$ cat src/rtl/mips_pkg.sv
// Shared MIPS core definitions: redirect kinds, fetch FSM encoding and default vectors.
package mips_pkg;

    localparam logic [1:0] REDIR_BRANCH = 2'd0;
    localparam logic [1:0] REDIR_JUMP   = 2'd1;
    localparam logic [1:0] REDIR_JREG   = 2'd2;

    typedef enum logic [1:0] {
        ST_IDLE = 2'd0,
        ST_WAIT = 2'd1,
        ST_HOLD = 2'd2
    } fetch_state_e;

    localparam logic [31:0] DEF_RESET_VEC = 32'h0000_0000;
    localparam logic [31:0] DEF_IRQ_VEC   = 32'h8000_0004;
    localparam logic [31:0] DEF_EXC_VEC   = 32'h8000_0008;

endpackage

$ cat src/rtl/pc_target_calc.sv
// Combinational control-flow target for BRANCH / JUMP / JREG redirects.
module pc_target_calc
    import mips_pkg::*;
#(
    parameter int unsigned ADDR_W = 32
) (
    input  logic [1:0]        kind_i,
    input  logic [ADDR_W-1:0] pc_plus4_i,
    input  logic [15:0]       branch_imm_i,
    input  logic [25:0]       jump_index_i,
    input  logic [ADDR_W-1:0] jreg_target_i,
    output logic [ADDR_W-1:0] target_o,
    output logic              valid_o
);

    logic [ADDR_W-1:0] branch_off;

    // Word offset, sign-extended to the full address width.
    assign branch_off = ADDR_W'($signed({branch_imm_i, 2'b00}));

    always_comb begin
        target_o = '0;
        valid_o  = 1'b1;
        case (kind_i)
            REDIR_BRANCH: target_o = pc_plus4_i + branch_off;
            REDIR_JUMP:   target_o = {pc_plus4_i[ADDR_W-1:28], jump_index_i, 2'b00};
            REDIR_JREG:   target_o = {jreg_target_i[ADDR_W-1:2], 2'b00};
            default:      valid_o  = 1'b0;
        endcase
    end

endmodule

$ cat src/rtl/pc_fetch_unit.sv
// Fetch stage: one outstanding request to variable-latency imem, one-entry decode buffer,
// redirect / exception / interrupt vectoring with a kernel-mode interrupt guard.
module pc_fetch_unit
    import mips_pkg::*;
#(
    parameter int unsigned       ADDR_W    = 32,
    parameter logic [ADDR_W-1:0] RESET_VEC = ADDR_W'(DEF_RESET_VEC),
    parameter logic [ADDR_W-1:0] IRQ_VEC   = ADDR_W'(DEF_IRQ_VEC),
    parameter logic [ADDR_W-1:0] EXC_VEC   = ADDR_W'(DEF_EXC_VEC),
    parameter int unsigned       IRQ_SYNC  = 2
) (
    input  logic              clk,
    input  logic              reset,
    output logic              imem_req,
    output logic [ADDR_W-1:0] imem_addr,
    input  logic              imem_rvalid,
    input  logic [31:0]       imem_rdata,
    output logic              if_valid,
    input  logic              if_ready,
    output logic [31:0]       if_instr,
    output logic [ADDR_W-1:0] if_pc,
    output logic [ADDR_W-1:0] if_pc_plus4,
    input  logic              redirect_valid,
    input  logic [1:0]        redirect_kind,
    input  logic [ADDR_W-1:0] redirect_pc_plus4,
    input  logic [15:0]       branch_imm,
    input  logic [25:0]       jump_index,
    input  logic [ADDR_W-1:0] jreg_target,
    input  logic              exc_req,
    input  logic [ADDR_W-1:0] exc_pc_plus4,
    input  logic              irq,
    output logic              irq_ack,
    output logic              epc_valid,
    output logic [ADDR_W-1:0] epc
);

    fetch_state_e        state_q;
    logic [ADDR_W-1:0]   fetch_pc_q;
    logic [ADDR_W-1:0]   if_pc_q;
    logic [ADDR_W-1:0]   if_pc_plus4_q;
    logic [31:0]         if_instr_q;
    logic                stale_q;
    logic                live_q;
    logic [IRQ_SYNC-1:0] irq_sync_q;

    logic [ADDR_W-1:0] redir_target;
    logic              redir_kind_ok;
    logic              redir_present;
    logic              take_exc;
    logic              take_redir;
    logic              take_irq;
    logic              flush;
    logic [ADDR_W-1:0] new_pc;
    logic [ADDR_W-1:0] pc_seq;

    pc_target_calc #(
        .ADDR_W (ADDR_W)
    ) u_target (
        .kind_i        (redirect_kind),
        .pc_plus4_i    (redirect_pc_plus4),
        .branch_imm_i  (branch_imm),
        .jump_index_i  (jump_index),
        .jreg_target_i (jreg_target),
        .target_o      (redir_target),
        .valid_o       (redir_kind_ok)
    );

    assign pc_seq = fetch_pc_q + ADDR_W'(4);

    // live_q keeps everything quiet until the first edge after reset release.
    always_comb begin
        redir_present = redirect_valid & redir_kind_ok;
        take_exc      = live_q & exc_req;
        take_redir    = live_q & redir_present & ~exc_req;
        take_irq      = live_q & irq_sync_q[IRQ_SYNC-1] & ~fetch_pc_q[ADDR_W-1]
                        & ~exc_req & ~redir_present;
        flush         = take_exc | take_redir | take_irq;
        new_pc        = fetch_pc_q;
        if (take_exc) begin
            new_pc = EXC_VEC;
        end else if (take_redir) begin
            new_pc = redir_target;
        end else if (take_irq) begin
            new_pc = IRQ_VEC;
        end
    end

    assign imem_req    = live_q & (state_q == ST_IDLE);
    assign imem_addr   = (state_q == ST_IDLE) ? new_pc : fetch_pc_q;
    assign if_valid    = (state_q == ST_HOLD);
    assign if_instr    = if_instr_q;
    assign if_pc       = if_pc_q;
    assign if_pc_plus4 = if_pc_plus4_q;
    assign irq_ack     = take_irq;
    assign epc_valid   = take_exc | take_irq;

    // Interrupt return point is the oldest instruction decode has not yet accepted.
    always_comb begin
        epc = '0;
        if (take_exc) begin
            epc = exc_pc_plus4;
        end else if (take_irq) begin
            epc = (state_q == ST_HOLD) ? if_pc_q : fetch_pc_q;
        end
    end

    always_ff @(posedge clk or negedge reset) begin
        if (!reset) begin
            state_q       <= ST_IDLE;
            fetch_pc_q    <= RESET_VEC;
            stale_q       <= 1'b0;
            live_q        <= 1'b0;
            irq_sync_q    <= '0;
            if_instr_q    <= '0;
            if_pc_q       <= '0;
            if_pc_plus4_q <= '0;
        end else begin
            live_q     <= 1'b1;
            irq_sync_q <= {irq_sync_q[IRQ_SYNC-2:0], irq};
            fetch_pc_q <= new_pc;
            case (state_q)
                ST_IDLE: begin
                    if (live_q) begin
                        state_q <= ST_WAIT;
                    end
                end
                ST_WAIT: begin
                    if (flush) begin
                        // A response in the same cycle is dropped here; otherwise mark it stale.
                        stale_q <= ~imem_rvalid;
                        if (imem_rvalid) begin
                            state_q <= ST_IDLE;
                        end
                    end else if (imem_rvalid) begin
                        if (stale_q) begin
                            stale_q <= 1'b0;
                            state_q <= ST_IDLE;
                        end else begin
                            if_instr_q    <= imem_rdata;
                            if_pc_q       <= fetch_pc_q;
                            if_pc_plus4_q <= pc_seq;
                            fetch_pc_q    <= pc_seq;
                            state_q       <= ST_HOLD;
                        end
                    end
                end
                ST_HOLD: begin
                    if (flush || if_ready) begin
                        state_q <= ST_IDLE;
                    end
                end
                default: state_q <= ST_IDLE;
            endcase
        end
    end

endmodule
$ cat config.mk
export PLATFORM = sky130hd
export DESIGN_NAME = pc_fetch_unit
export DESIGN_NICKNAME = d
export VERILOG_FILES = /design/src/rtl/mips_pkg.sv /design/src/rtl/pc_target_calc.sv /design/src/rtl/pc_fetch_unit.sv
export SDC_FILE = /design/constraint.sdc
export NUM_CORES = 1
export LEC_CHECK = 0
export BUFFER_PORTS_ARGS = -buffer_cell sky130_fd_sc_hd__clkbuf_2
export CAP_MARGIN = 5
export CORE_AREA = 2 2 133 135
export CTS_BUF_LIST = sky130_fd_sc_hd__clkbuf_8
export CTS_CLUSTER_DIAMETER = 120
export DETAILED_ROUTE_END_ITERATION = 7
export DIE_AREA = 0 0 135 137
export PLACE_DENSITY_LB_ADDON = 0.08
export SLEW_MARGIN = 20
export SYNTH_ARGS = -nofsm -noshare
export SYNTH_HDL_FRONTEND = slang
export SYNTH_SLANG_ARGS = --single-unit
export TNS_END_PERCENT = 20
$ cat constraint.sdc
create_clock -name clk -period 7.2 [get_ports clk]
set_clock_uncertainty 0.1 [all_clocks]
set_input_delay 1.08 -clock clk [delete_from_list [all_inputs] [get_ports clk]]
set_output_delay 1.08 -clock clk [all_outputs]
set_load 0.01 [all_outputs]
# After elaboration in Yosys (flattened, before gate mapping)
# Index checks and enable logic that the tools add are counted.
# op_classes
add_sub_neg,2
eq_ne,7
n_mux,22
bitwise_logic,18
reduce_logical,8
# op_table
cell,n
two-way mux 32 bit,11
case mux 32 bit (3 select lines),1
"adder 32 x 3 -> 32 bit, second input constant",1
adder 32 bit,1
two-way mux 2 bit,6
AND 1 bit,9
inverter 1 bit,6
case mux 2 bit (3 select lines),1
"== test 2 x 1 -> 1 bit, second input constant",2
"== test 2 bit, second input constant",2
logical NOT 2 bit,2
"!= test 2 bit, second input constant",2
AND reduction 4 bit,1
two-way mux 1 bit,3
bitwise OR 1 bit,3
AND reduction 3 bit,1
OR reduction 3 bit,1
"!= test 2 x 1 -> 1 bit, second input constant",1
AND reduction 2 bit,1
nonzero test 2 bit,1
logical OR 1 bit,1
# totals
ff_bits,134
in_bits,179
output_inout_bits,164
elab_cells,65

# Logic depth before layout (Yosys ltp)
# depth
word_depth,13
ltp_mapped,11
ltp_nobuf,11

# By module
# Synthesis repeated with hierarchy kept, for this count alone.
# unflattened
cells_unflattened,1190
hier_area_um2,9507.9
# modules_own_cells
module,instances,cells_each,area_each_um2
pc_fetch_unit,1,863,7330.8
pc_target_calc,1,327,2177.1

# Least setup slack after synthesis
# No wires, ideal clock.
# synth_path
kind,input to output
from,input redirect_pc_plus4[2]
to,output imem_addr[14]
arrival_time_ps,3187
path_slack_ps,2833
path_stages,11
path_buffers,0
path_cell_list,ha_1 inv_1 fa_1 nor2b_1 o2111ai_1 a21oi_1 nor2_1 o21ai_0 xnor2_1 o2111a_1 o31ai_1
# synth_via
elab_chain_len,5
# synth_rtl
element,line_no,text
from (decl),pc_fetch_unit.sv:25,"input logic [ADDR_W-1:0] redirect_pc_plus4,"
adder 32 bit,pc_target_calc.sv:25,REDIR_BRANCH: target_o = pc_plus4_i + branch_off;
case mux 32 bit (3 select lines),pc_target_calc.sv:24,case (kind_i)
two-way mux 32 bit,pc_fetch_unit.sv:81,end else if (take_redir) begin
two-way mux 32 bit,pc_fetch_unit.sv:79,if (take_exc) begin
two-way mux 32 bit,pc_fetch_unit.sv:89,assign imem_addr = (state_q == ST_IDLE) ? new_pc : fetch_pc_q;
to (decl),pc_fetch_unit.sv:15,"output logic [ADDR_W-1:0] imem_addr,"
# Every way passes these cells.

# Worst setup path after layout
# layout_path
from,input redirect_kind[1]
to,output imem_addr[17]
# layout_via
elab_chain_len,10
elab_cells_between_ends,15
cone_classes,2 x eq/ne; 6 x mux; 5 x bitwise; 2 x reduce/logical
# layout_rtl
element,line_no,text
from (decl),pc_fetch_unit.sv:24,"input logic [1:0] redirect_kind,"
"== test 2 x 1 -> 1 bit, or another cell as far along",pc_target_calc.sv:24,
OR reduction 3 bit (no source line),-,
two-way mux 1 bit,pc_target_calc.sv:24,
AND 1 bit,pc_fetch_unit.sv:72,redir_present = redirect_valid & redir_kind_ok;
inverter 1 bit,pc_fetch_unit.sv:76,& ~exc_req & ~redir_present;
AND 1 bit,pc_fetch_unit.sv:76,
two-way mux 32 bit,pc_fetch_unit.sv:83,end else if (take_irq) begin
two-way mux 32 bit *,pc_fetch_unit.sv:81,
two-way mux 32 bit *,pc_fetch_unit.sv:79,
two-way mux 32 bit *,pc_fetch_unit.sv:89,
# Every way passes the cells marked *; elsewhere a longest branch is shown, timed or not.

==> flow_metrics.py <==
metrics = {
    "status": {
        "status": "finished, final reports clean",
    },
    "detailed_routing": {
        "drc": 0,
        "num_vias": 9818,
        "viasPerCell": 5.69,
        "first_pass_iters": 7,
        "first_iter_violations": 846,
        "wl_per_cell_um": 18.0,
        "routed_wl_mm": 31.1,
        "detail-route-antenna-nets": 0,
    },
    "global_route": {
        "antenna_found_initial": 1,
        "grt_start_max_net_pins": 93,
        "grtUsageTotal": 0.328,
        "grt_pass1_wl_mm": 47.1,
        "overflow": 0,
        "grt_pass1_vias": 8699,
    },
    "setup_path": {
        "path_class": "primary input to primary output",
        "cp_common_cell": "clkbuf_2",
        "cp.arrival_ns": 4.02,
        "required_ns": 6.02,
        "timing.rr.end": "fetch_pc_q[11]$_DFF_PN0_",
        "cp_cell_sequence": "clkbuf_2, a21boi_1, nand2b_2, inv_2, nor3_4, a221oi_1, o21ai_0, clkbuf_2",
        "crit_path_max_incr_delay_ns": 0.60,
        "r2r_start": "fetch_pc_q[31]$_DFF_PN0_",
        "rrSetupSlack_ns": 3.47,
        "r2r_cells": 8,
        "path_buf_inv": 3,
        "path_delay_family": "compound AO/OA/AOI/OAI gates",
        "cp_slowest_cell": "nand2b_2",
        "worst-path-max-fanout": 33,
        "critPathLaunchType": "primary input",
        "worstSetupEndpointType": "primary output",
    },
    "synth": {
        "synthCells": 1205,
        "synth-async-reset-ratio": 1.00,
        "synth_top_area_share": 0.354,
        "syn_area_um2": 9340,
        "yosysWarnings": 0,
        "seq_area_frac_synth": 0.354,
        "ys.flop_type": "dfrtp_1",
        "syn_area_per_cell_um2": 7.75,
        "synth_fp_nets": 1415,
        "ys_top_cells_by_area": "dfrtp_1, nand2_1, o21ai_0, mux2i_1, ha_1",
        "synth_top_area_cell": "dfrtp_1",
        "ys_ff_latch": 132,
        "synth-edff-count": 0,
        "synth_cell_types": 81,
    },
    "timing": {
        "fin_crit_sh": 0.723,
        "max_slew_margin": 0.366,
        "hold-worst-slack_ns": 0.270,
        "setup_viol": 0,
        "worstMarginPinSlew_ns": 0.952,
        "tns_ns": 0,
        "max_clock_freq_mhz": 192,
        "post-route-min-period_ns": 5.20,
        "slew_viol_final": 0,
        "rsz0062_at_grt": "no",
        "hold_viol_final": 0,
    },
    "die": {
        "rows": 48,
        "die_y_um": 137,
        "ios": 343,
        "coreArea_um2": 17100,
        "dieArea_um2": 18500,
        "fp.dieW_um": 135,
        "initial_core_util": 0.547,
    },
    "hold_path": {
        "min_to": "irq_sync_q[1]$_DFF_PN0_",
        "worstHoldStart": "irq_sync_q[0]$_DFF_PN0_",
        "min_path_cells": 0,
        "min_path_type": "flip-flop to flip-flop",
    },
    "cts": {
        "cts_max_level": 4,
        "postCtsSetupBuffers": 0,
        "cts_repair_resize_count": 0,
        "clk_latency_ns": 0.44,
        "cts_tree": "yes",
        "cts_max_path_buffers": 2,
        "cts_root_buf": "clkbuf_8",
        "cts.clk_slew.worst_paths_ns": 0.09,
        "cts_buffers": 17,
        "hold_buffers": 0,
        "cts_sinks": 132,
    },
    "layout": {
        "area_growth_pct": 22.9,
        "final_cell_mix": "clkbuf_2, nand2_1, dfrtp_1, o21ai_0, nor2_1",
        "fin_nets": 1697,
        "final_common_cell": "clkbuf_2",
        "fillers": 1548,
        "final_layout_size_suffix_gt1_frac": 0.272,
    },
    "placed_design": {
        "dp_hpwl_mm": 23.8,
        "port_buffers": 340,
        "globalplace.congestion": 0.910,
    },
    "pwr": {
        "power-per-cell-area_nw_per_um2": 315,
        "p_leak_nw": 5.78,
        "vdd_drop_max_mv": 0.154,
    },
    "flow_run": {
        "cap_violations": 0,
    },
}
==> registers in the layout (all words and copies together), names as in the netlist <==
| register | cells |
|---|---|
| stale_q | 1 |
| if_instr | 32 |
| state_q | 2 |
| if_pc | 32 |
| fetch_pc_q | 32 |
| if_pc_plus4 | 30 |
| live_q | 1 |
| irq_sync_q | 2 |
==> power breakdown <==
| group | switching, mW | internal (mW) | total [mW] |
|---|---|---|---|
| Combinational | 0.971 | 0.627 | 1.60 |
| Clock | 0.311 | 0.391 | 0.702 |
| Sequential | 0.284 | 1.04 | 1.32 |
==> worst max path at each step <==
stage,cells after the start,end,start
after floorplan,11,imem_addr[14],redirect_pc_plus4[2]
after global placement,11,imem_addr[19],branch_imm[15]
after detailed placement,11,imem_addr[19],branch_imm[15]
after CTS,11,imem_addr[19],branch_imm[15]
after global routing,8,imem_addr[17],redirect_kind[1]
final,8,imem_addr[17],redirect_kind[1]
==> worst register-to-register path, stage by stage (launching register included) <==
cell       delay (ns)
dfrtp_1          0.64
nand4bb_1        0.24
o21a_1           0.52
nand2_1          0.38
nor2_4           0.51
buf_4            0.75
a31oi_1          0.23
o21ai_0          0.16
a21oi_1          0.06
==> final cells by class <==
cell class	count	area, um2	area share
inverters	21	78.8	0.00687
diodes	1	2.50	0.000218
well taps	225	282	0.0245
repair buffers	351	1790	0.156
flip-flops and latches	132	3300	0.288
multi-input cells	964	5570	0.485
clock buffers	18	248	0.0216
clock inverters	14	200	0.0175
==> metrics by stage <==
step	utilization	std cells	power [mW]	worst slack, ns	area [um2]
2_1_floorplan	-	1205	2.25	2.83	9340
3_5_place_dp	0.646	1693	2.92	2.13	11000
3_3_place_gp	0.646	1693	2.88	2.13	11000
5_1_grt	0.673	1726	3.87	1.92	11500
6_report	0.673	1726	3.62	2.00	11500
4_1_cts	0.672	1725	3.61	2.11	11500
==> routing by layer <==
metal / vias to the layer above / share of wire / global-route usage
met1: 4506 / 0.42 / 0.444
li1: 4758 / - / -
met4: 0 / 0.022 / 0.0914
met3: 42 / 0.089 / 0.0715
met2: 512 / 0.47 / 0.536
met5: - / 0 / 0
==> cells by family after synthesis <==
kind of cell / share of synthesized area
multiplexers: 0.0432
adder cells (fa/ha/maj): 0.0423
AND/OR/NAND/NOR: 0.242
other: 0.000402
AO/OA/AOI/OAI: 0.218
flip-flops: 0.354
buffers and inverters: 0.0520
XOR/XNOR: 0.0478
==> synth_stat cells (4+ instances only) <==
cell type,count
a311oi_1,4
a21o_1,13
o22ai_1,7
o2111a_1,4
and3_1,10
xor2_1,15
a31oi_1,12
a21oi_1,64
buf_1,6
nand3_1,26
and4_1,5
ha_1,30
o211ai_1,6
nand2b_1,6
and2_1,6
clkbuf_1,40
o21ai_0,109
nand4_1,5
o21ai_1,4
a22o_1,9
inv_1,19
a221oi_1,9
nand2_1,334
mux2i_1,38
a211o_1,4
a211oi_1,5
xnor2_1,36
nor2b_1,9
a22oi_1,18
o21bai_1,6
nor3_1,13
nor2_1,76
or2_2,5
o21a_1,15
buf_2,31
buf_4,7
dfrtp_1,132
No activity file was read; power rests on OpenSTA's default activity.
